[src/rtl/bcd_pkg.sv]
// bcd_pkg: shared types and sizes for the BCD-to-binary converter.
// Fixed geometry: four BCD digits in, 16-bit binary out.
package bcd_pkg;

  typedef enum logic [1:0] {
    START,
    SHIFT,
    ADJ,
    END
  } state_t;

  localparam int N_DIG = 4;
  localparam int BIN_W = 16;
  localparam int CNT_W = 5;
  localparam int ITER  = 16;

endpackage

[src/rtl/bcd_a_binario_resta3_bcd.sv]
// resta3_bcd: one-nibble correction for reverse double dabble.
// A nibble of 8 or more loses 3; smaller nibbles pass through.
module resta3_bcd (
  input  logic [3:0] d,
  output logic [3:0] q
);

  // Subtract-3 correction, no borrow out of the nibble
  always_comb begin
    q = d;
    if (d >= 4'd8) q = d - 4'd3;
  end

endmodule

[src/rtl/bcd_a_binario.sv]
// bcd_a_binario: 4-digit packed BCD to 16-bit binary, shift-right/sub-3.
// Optional invalid-digit detection when BCD_CHECK_EN is defined.
module bcd_a_binario
  import bcd_pkg::*;
(
  input  logic        CLK,
  input  logic        RST,
  input  logic        INIT,
  input  logic [3:0]  UNIT,
  input  logic [3:0]  DEC,
  input  logic [3:0]  CENT,
  input  logic [3:0]  MIL,
  output logic [15:0] BIN,
  output logic        DONE,
  output logic        BUSY,
  output logic        ERR
);

  state_t             st_q;
  logic [BIN_W-1:0]   bcd_q;
  logic [BIN_W-1:0]   bin_q;
  logic [BIN_W-1:0]   bcd_adj;
  logic [CNT_W-1:0]   cnt_q;
  logic               done_q;
  logic               busy_q;
  logic               err_q;
  logic               bad;

  genvar g;
  generate
    for (g = 0; g < N_DIG; g++) begin : g_adj
      resta3_bcd u_r3 (
        .d (bcd_q[4*g +: 4]),
        .q (bcd_adj[4*g +: 4])
      );
    end
  endgenerate

`ifdef BCD_CHECK_EN
  // Any digit above 9 aborts the conversion
  always_comb begin
    bad = (UNIT > 4'd9) || (DEC > 4'd9) ||
          (CENT > 4'd9) || (MIL > 4'd9);
  end
`else
  // No detection: ERR stays at 0
  always_comb begin
    bad = 1'b0;
  end
`endif

  // FSM with datapath, counter and registered outputs
  always_ff @(posedge CLK or posedge RST) begin
    if (RST) begin
      st_q   <= START;
      bcd_q  <= '0;
      bin_q  <= '0;
      cnt_q  <= '0;
      BIN    <= '0;
      done_q <= 1'b0;
      busy_q <= 1'b0;
      err_q  <= 1'b0;
    end else begin
      done_q <= 1'b0;
      unique case (st_q)
        START: begin
          if (INIT) begin
            bcd_q  <= {MIL, CENT, DEC, UNIT};
            bin_q  <= '0;
            err_q  <= bad;
            busy_q <= 1'b1;
            if (bad) begin
              // One ADJ with count 0 writes the
              // cleared binary register to BIN
              cnt_q <= '0;
              st_q  <= ADJ;
            end else begin
              cnt_q <= CNT_W'(ITER);
              st_q  <= SHIFT;
            end
          end
        end
        SHIFT: begin
          {bcd_q, bin_q} <=
            {1'b0, bcd_q, bin_q[BIN_W-1:1]};
          cnt_q <= cnt_q - 1'b1;
          st_q  <= ADJ;
        end
        ADJ: begin
          bcd_q <= bcd_adj;
          if (cnt_q == '0) begin
            BIN    <= bin_q;
            done_q <= 1'b1;
            st_q   <= END;
          end else begin
            st_q <= SHIFT;
          end
        end
        END: begin
          busy_q <= 1'b0;
          st_q   <= START;
        end
        default: st_q <= START;
      endcase
    end
  end

  assign DONE = done_q;
  assign BUSY = busy_q;
  assign ERR  = err_q;

endmodule
[config.mk]
export PLATFORM = sky130hd
export DESIGN_NAME = bcd_a_binario
export DESIGN_NICKNAME = d
export VERILOG_FILES = /design/src/rtl/bcd_pkg.sv /design/src/rtl/bcd_a_binario_resta3_bcd.sv /design/src/rtl/bcd_a_binario.sv
export SDC_FILE = /design/constraint.sdc
export NUM_CORES = 1
export LEC_CHECK = 0
export BUFFER_PORTS_ARGS = -buffer_cell sky130_fd_sc_hd__buf_4
export CORE_UTILIZATION = 40
export DETAILED_ROUTE_END_ITERATION = 6
export GPL_TIMING_DRIVEN = 0
export PLACE_DENSITY_LB_ADDON = 0.15
export SYNTH_ARGS = -nofsm -noshare
export SYNTH_HDL_FRONTEND = slang
export SYNTH_SLANG_ARGS = --single-unit
[constraint.sdc]
create_clock -name CLK -period 4.5 [get_ports CLK]
set_input_delay 0.9 -clock CLK [delete_from_list [all_inputs] [get_ports CLK]]
set_output_delay 0.9 -clock CLK [all_outputs]
set_load 0.01 [all_outputs]
### Yosys cells after proc, flatten, opt, wreduce, memory -nomap -nowiden

Index checks and enable logic that the tools add are counted.

* input bits: 19
* bits in registers: 57
* logic and storage cells: 56
* output and inout bits: 19

* add/sub/neg operators: 5
* order comparisons: 4
* reductions and logical operators: 12
* multiplexer cells: 17
* equality and inequality tests: 8

Operators by type and width (count)
* 16-bit one-hot mux with 3 select lines: 1
* 16-bit 2-to-1 mux: 2
* 16-bit one-hot mux with 2 select lines: 1
* 4-bit greater-or-equal comparator, second input constant: 4
* 4-bit 2-to-1 mux: 4
* 4-bit by 2-bit subtractor with 4-bit output, second input constant: 4
* 3-bit AND reduction: 4
* 5-bit one-hot mux with 2 select lines: 1
* 2-bit by 1-bit inequality test with 1-bit output, second input constant: 4
* 2-bit one-hot mux with 4 select lines: 1
* 2-bit AND reduction: 3
* 5-bit zero test: 1
* 5-bit 2-to-1 mux: 1
* 5-bit by 1-bit subtractor with 5-bit output, second input constant: 1
* 2-bit == test, second input constant: 2
* 2-bit 2-to-1 mux: 2
* 2-bit nonzero test: 2
* 1-bit 2-to-1 mux: 3
* 3-bit nonzero test: 1
* 2-bit by 1-bit == test with 1-bit output, second input constant: 1
* 2-bit zero test: 1
* 2-bit inequality test, second input constant: 1
* 1-bit one-hot mux with 2 select lines: 1

### Longest topological paths before layout

Gate-level depths: netlist of run 1.

* depth in word-level cells: 3
* depth in mapped cells: 8
* gate-level depth less buffers: 6

### Cells and area by module

From an unflattened synthesis of run 1, not the netlist that was laid out.

* cells, all modules: 258
* area, all modules: 2932.8 µm²

By module, submodules not included
* bcd_a_binario: area each 2627.5 µm², instances 1, sequential area each 1426.4 µm², cells each 214
* resta3_bcd: area each 76.3 µm², instances 4, sequential area each 0.0 µm², cells each 11

### Least setup slack after synthesis of run 1

No wires, ideal clock.

* path type: input to register
* start point: in INIT
* end point: reg bcd_q[0]
* setup time: 0.125 ns
* path slack: 2.562 ns
* buffers on the path: 1
* required time: 4.375 ns
* stages on the path: 5
* arrival time: 1.813 ns
* cell sequence: nand2b_1 > nand2b_1 > clkbuf_2 > a21oi_1 > mux2_2

* cells in the longest elaborated chain, start to end: 2

Ends and longest elaborated chain
* start, declared: line bcd_a_binario.sv:8 `input logic INIT,`
* 2-bit inequality test (no line)
* 3-bit AND reduction (no line)
* end signal, assigned: line bcd_a_binario.sv:68 `bcd_q <= {MIL, CENT, DEC, UNIT};`
* end signal, assigned: line bcd_a_binario.sv:84 `{bcd_q, bin_q} <=`
* end signal, assigned: line bcd_a_binario.sv:90 `bcd_q <= bcd_adj;`
* end, declared: line bcd_a_binario.sv:20 `logic [BIN_W-1:0] bcd_q;`

Every way passes these cells.
A chain may end at the register's enable or synchronous reset.

### Final worst setup path of run 1

* start point: reg st_q[0]
* end point: reg bcd_q[3]

* cells in the longest elaborated chain, start to end: 3
* elaborated cells on any way between the ends: 8
* those cells by class: eq/ne (4); mux (1); reduce/logical (3)

Ends and longest elaborated chain
* start, declared: line bcd_a_binario.sv:19 `state_t st_q;`
* start signal, assigned: line bcd_a_binario.sv:55 `st_q <= START;`
* start signal, assigned: line bcd_a_binario.sv:76 `st_q <= ADJ;`
* start signal, assigned: line bcd_a_binario.sv:79 `st_q <= SHIFT;`
* 2-bit == test, or another cell as far along: line bcd_a_binario.sv:65 `unique case (st_q)`
* 2-bit by 1-bit inequality test with 1-bit output (no line), or another cell as far along
* 3-bit AND reduction (no line)

Several ways; a longest one is shown, not always the timed one.

==> results_dict.tcl, run 1 <==
set metrics [dict create \
    postRouteAntennaNets 0 \
    p_per_area_nw_per_um2 692.1 \
    vias 2025 \
    syn-num-nets 288 \
    leakagePower_nw 1.727 \
    hp-class "flop to flop" \
    maxCapViolations 0 \
    drt-vias-per-instance 5.012 \
    tightest_slew_ns 0.7109 \
    seqPwrFrac 0.340 \
    dieArea_um2 7390 \
    wire_per_inst_um 13.99 \
    cts.repair.resized 0 \
    grt_pass1_wl_um 9411 \
    final_cells 404 \
    clock_sinks 57 \
    coreArea_um2 6794 \
    grt_max_degree 31 \
    synth_top_area_cell "dfrtp_1" \
    combinationalPowerShare 0.478 \
    drc 0 \
    reg2reg_to "bcd_q[3]" \
    cp_data_required_time_ns 4.77 \
    crit_type "flop to flop" \
    hold_viol_final 0 \
    synthTopCellsByArea "dfrtp_1 51%, mux2_2 6.4%, ha_1 6.2%, a22o_1 5.3%, mux2_4 4.3%" \
    p_switching_w 0.0009743 \
    portBuffers 36 \
    netlist_top_cells_count "57 x dfrtp_1, 25 x nand2_1, 19 x inv_1, 17 x a21oi_1, 17 x a22o_1" \
    dp.cells 388 \
    grtUsageTotal 0.1649 \
    drive_gt1_frac 0.2922 \
    intPower_w 0.001387 \
    row_count 30 \
    setup_viol 0 \
    yosys_most_used_dff "dfrtp_1" \
    clock_skew_ns 0.008110 \
    ctsHtreeMaxLevel 3 \
    syn_to_final_growth_pct 20.98 \
    clk_latency_ns 0.33 \
    slew_headroom 0.5254 \
    cts_root_buffer "clkbuf_8" \
    fin_crit_ns 2.004 \
    grt_overflow 0 \
    fin_area_um2 3412 \
    path_max_fanout 10 \
    cts-buffers-inserted 9 \
    fin_crit_sh 0.4452 \
    cp-startpoint "st_q[0]" \
    swShare 0.4126 \
    n_antenna_cell 0 \
    crit_path_end "bcd_q[3]" \
    die_h_um 85.97 \
    num-nets-final 336 \
    ctsHoldBuffers 0 \
    syn_inst 255 \
    clock.fmax_mhz 499.1 \
    io_pins 38 \
    reg2reg_depth 5 \
    min_from "BUSY" \
    worst_hold_slack_ns 0.4852 \
    rsz0062_at_grt "no" \
    antenna_found_initial 0 \
    cts_tree "yes" \
    synth-seq-area-share 0.5058 \
    clockBufferDepth 2 \
    setup_tns_ns 0 \
    dp_hpwl_um 3847 \
    crit_path_end_kind "flop" \
    synth_seq_cells 57 \
    syn_avg_cell_area_um2 11.06 \
    drv_slew 0 \
    synthArstFlopShare 1.000 \
    netlist_area_um2 2820 \
    reg2reg_from "st_q[0]" \
    gp_congestion 0.7892 \
    reg2reg_slack_ns 2.50 \
    ys_types 30 \
    netlist.area_leader.share 0.5058 \
    fin_total_pwr_w 0.002361 \
    status "complete, no violations" \
    start_kind "flop" \
    die_w_um 85.97 \
    yosys_warnings 0 \
    place_area_um2 3231 \
    start_util 0.4151 \
    drt_pass1_iterations 4 \
    drtIter0Drc 82 \
    grt_pass1_vias 1948 \
    max-vdd-ir-drop_mv 0.2757 \
    cts_setup_buffers 0 \
    synth_edf_count 0 \
    wl_um 5651 \
    path_clk_slew_ns 0.07 \
    pwr-share-clk 0.182 \
    yosysMostFrequentCell "dfrtp_1" \
    worstPathArrival_ns 2.27 \
]
[placed cells by master, fill, tap and decap left out, drive strengths merged]
cell type and instances:
nor3b 5, conb 1, nor2b 2, and2 1, nand2b 2, o21ai 14
a22o 17, dfrtp 57, inv 19, clkbuf 16, mux2 24, ha 14
buf 46, nor2 12, clkinvlp 1, nand3 2, nand2 25, xnor2 4
o32a 3, nor3 1, nand3b 2, mux2i 5, clkinv 5, a31oi 5
a22oi 8, a21oi 17
[flip-flops by register name, indices dropped and copies added, names as in the netlist]
signal / count
cnt_q: 5
BUSY: 1
BIN: 16
bcd_q: 16
st_q: 2
DONE: 1
bin_q: 16
[stage by stage]
step	worst slack [ns]	util
after floorplan	2.200	-
after global placement	1.361	0.4726
after detailed placement	2.271	0.4755
after CTS	2.506	0.5022
after global routing	2.358	0.5022
final	2.496	0.5022
[worst min path at each step]
stage,depth (start not counted),endpoint
6_report,2,BUSY
3_3_place_gp,2,BUSY
5_1_grt,2,BUSY
4_1_cts,2,BUSY
2_1_floorplan,2,bin_q[15]
3_5_place_dp,2,BUSY
[critical path, stage by stage, from the launching register on]
cell and delay, ns:
dfrtp_1 0.41, inv_1 0.10, ha_1 0.31, clkbuf_1 0.29, nor3b_1 0.58, o32a_1 0.26
[cell families (layout without fill, tap and decap cells)]
| family | count (synthesis) | count (layout) | share of synthesized area |
|---|---|---|---|
| buffers and inverters | 34 | 87 | 0.05279 |
| AND/OR/NAND/NOR | 52 | 52 | 0.09050 |
| AO/OA/AOI/OAI | 64 | 64 | 0.1508 |
| multiplexers | 29 | 29 | 0.1242 |
| adder cells (fa/ha/maj) | 14 | 14 | 0.06211 |
| XOR/XNOR | 4 | 4 | 0.01242 |
| flip-flops | 57 | 57 | 0.5058 |
| other | 1 | 1 | 0.001330 |
[per-layer routing]
layer	global-route usage	share of wire	vias up
met1	0.2421	0.51	996
li1	-	-	984
met5	0	0	-
met3	0.02887	0.037	5
met4	0.06818	0.0081	0
met2	0.2395	0.44	40
[cell type report]
type                       instances  area, um^2
fill                             653        3382
sequential                        57        1426
multi-input combinational        164        1245
timing repair buffer              37       290.3
clock buffer                      10       137.6
tap                               96       120.1
buffer                            15       77.57
inverter                          19       71.32
clock inverter                     6       43.79
[power by group through the flow]
stage	Clock (W)	Combinational [W]	Sequential (W)
2_1_floorplan	0	0.000860	0.000786
4_1_cts	0.000442	0.00114	0.000803
3_5_place_dp	0	0.00113	0.000811
6_report	0.000430	0.00113	0.000802
5_1_grt	0.000463	0.00126	0.000826
3_3_place_gp	0	0.00111	0.000808
Power figures use the tool's default switching activity.
==> run 2: changes to the inputs <==
- clock period: 4.5 -> 1.65 ns (I/O delays scaled with it)
==> results_dict.tcl, run 2 (same netlist as run 1, synthesis figures left out) <==
set metrics [dict create \
    max-vdd-ir-drop_mv 0.8876 \
    drt_pass1_iterations 4 \
    status "complete, no violations" \
    wl_um 6028 \
    reg2reg_slack_ns 0.01 \
    grtUsageMet3 0.05101 \
    gp_congestion 0.8023 \
    drive_gt1_frac 0.3781 \
    setup_viol 0 \
    leakagePower_nw 1.841 \
    drv_slew 0 \
    num-nets-final 348 \
    ctsHtreeMaxLevel 3 \
    top_regs "BIN: 16 flops, bcd_q: 16 flops, bin_q: 16 flops" \
    io_pins 38 \
    dp_hpwl_um 3872 \
    grtUsageTotal 0.1754 \
    grt_max_degree 58 \
    crit_type "flop to flop" \
    postRouteAntennaNets 0 \
    vias 2063 \
    path_max_fanout 8 \
    clock_skew_ns 0.009246 \
    maxCapViolations 0 \
    fin_crit_sh 0.9928 \
    clock_sinks 57 \
    clk_latency_ns 0.34 \
    drtIter0Drc 94 \
    row_count 30 \
    grt_busiest_layer "met2" \
    die_h_um 85.97 \
    cts_root_buffer "clkbuf_8" \
    cts-buffers-inserted 9 \
    grt_pass1_vias 1928 \
    n_antenna_cell 0 \
    final_cell_mix "55 x dfrtp_1, 52 x buf_4, 25 x nand2_1" \
    die_w_um 85.97 \
    grt_util_met1 0.2431 \
    layout_commonest_cell "dfrtp_1" \
    drc 0 \
    syn_to_final_growth_pct 31.68 \
    use_met2 0.2511 \
    clock.fmax_mhz 610.5 \
    start_kind "flop" \
    rsz0062_at_grt "yes" \
    cts_tree "yes" \
    cp_data_required_time_ns 1.88 \
    fin_crit_ns 1.638 \
    wire_per_inst_um 14.49 \
    path_clk_slew_ns 0.08 \
    antenna_found_initial 0 \
    grt_overflow 0 \
    hp-class "input pin to async pin" \
    crit_path_end_kind "flop" \
    ctsHoldBuffers 0 \
    portBuffers 36 \
    clockBufferDepth 2 \
    grt_pass1_wl_um 9735 \
    dieArea_um2 7390 \
    coreArea_um2 6794 \
    p_per_area_nw_per_um2 2030 \
    setup_tns_ns 0 \
    drt-vias-per-instance 4.959 \
    start_util 0.4151 \
    dpl_worst_slack_ns -0.3283 \
    fin_ws_ns 0.01187 \
    hold_viol_final 0 \
    worst_hold_slack_ns 0.0006006 \
    worstPathArrival_ns 1.86 \
]
## run 2: changes by cell type in the layout (fill, tap and decap cells not counted), sizes merged
| cell | change |
|---|---|
| inv | +1 |
| buf | +13 |
| clkinv | -3 |
| bufinv | +2 |
| clkbuf | -2 |
| clkinvlp | +1 |
## run 2: stage by stage
| step | cell area, um^2 | util | cells | total power (W) |
|---|---|---|---|---|
| after floorplan | 2824 | - | 255 | 0.004491 |
| after global placement | 3214 | 0.4731 | 387 | 0.005213 |
| after detailed placement | 3214 | 0.4731 | 387 | 0.005293 |
| after CTS | 3666 | 0.5396 | 413 | 0.007502 |
| after global routing | 3714 | 0.5466 | 416 | 0.008090 |
| final | 3714 | 0.5466 | 416 | 0.007539 |
## run 2: what timing repair did
action / in CTS / in global routing
pin swaps: 3 / 1
setup buffers: 10 / 2
resized for setup: 34 / 8
endpoints found under the setup margin: 46 / 51
cloned: 0 / 0
## run 2: worst paths after layout
kind	depth (start not counted)	endpoint	start
min in group CLK	3	BUSY	INIT
max in group asynchronous	3	bcd_q[1]	RST
max reg2reg	5	bcd_q[6]	st_q[0]
min	2	bin_q[2]	RST
max	5	bcd_q[6]	st_q[0]
min reg2reg	2	BUSY	BUSY
## run 2: cell type report
cell class | instances | area (um^2)
tap | 96 | 120.1
inverter | 19 | 75.07
buffer | 15 | 125.1
multi-input combinational | 164 | 1345
clock inverter | 7 | 102.6
sequential | 57 | 1429
timing repair buffer | 49 | 392.9
fill | 600 | 3080
clock buffer | 9 | 123.9
## run 2: worst max-delay path: stages (launching register included)
cell and delay, ns:
dfrtp_2 0.44, ha_2 0.23, nand2b_1 0.16, clkbuf_8 0.18
a21oi_4 0.16, mux2_2 0.35
## run 2: report_power, final
group	switching, W	total, W	internal, W
registers	0.000395	0.00222	0.00182
logic	0.00191	0.00382	0.00191
clock network	0.000638	0.00150	0.000865
## run 2: per-layer routing
layer	vias to the layer above	wire, um
met4	0	84
met3	6	210
met1	1010	3032
met2	36	2701
li1	1011	-
met5	-	0
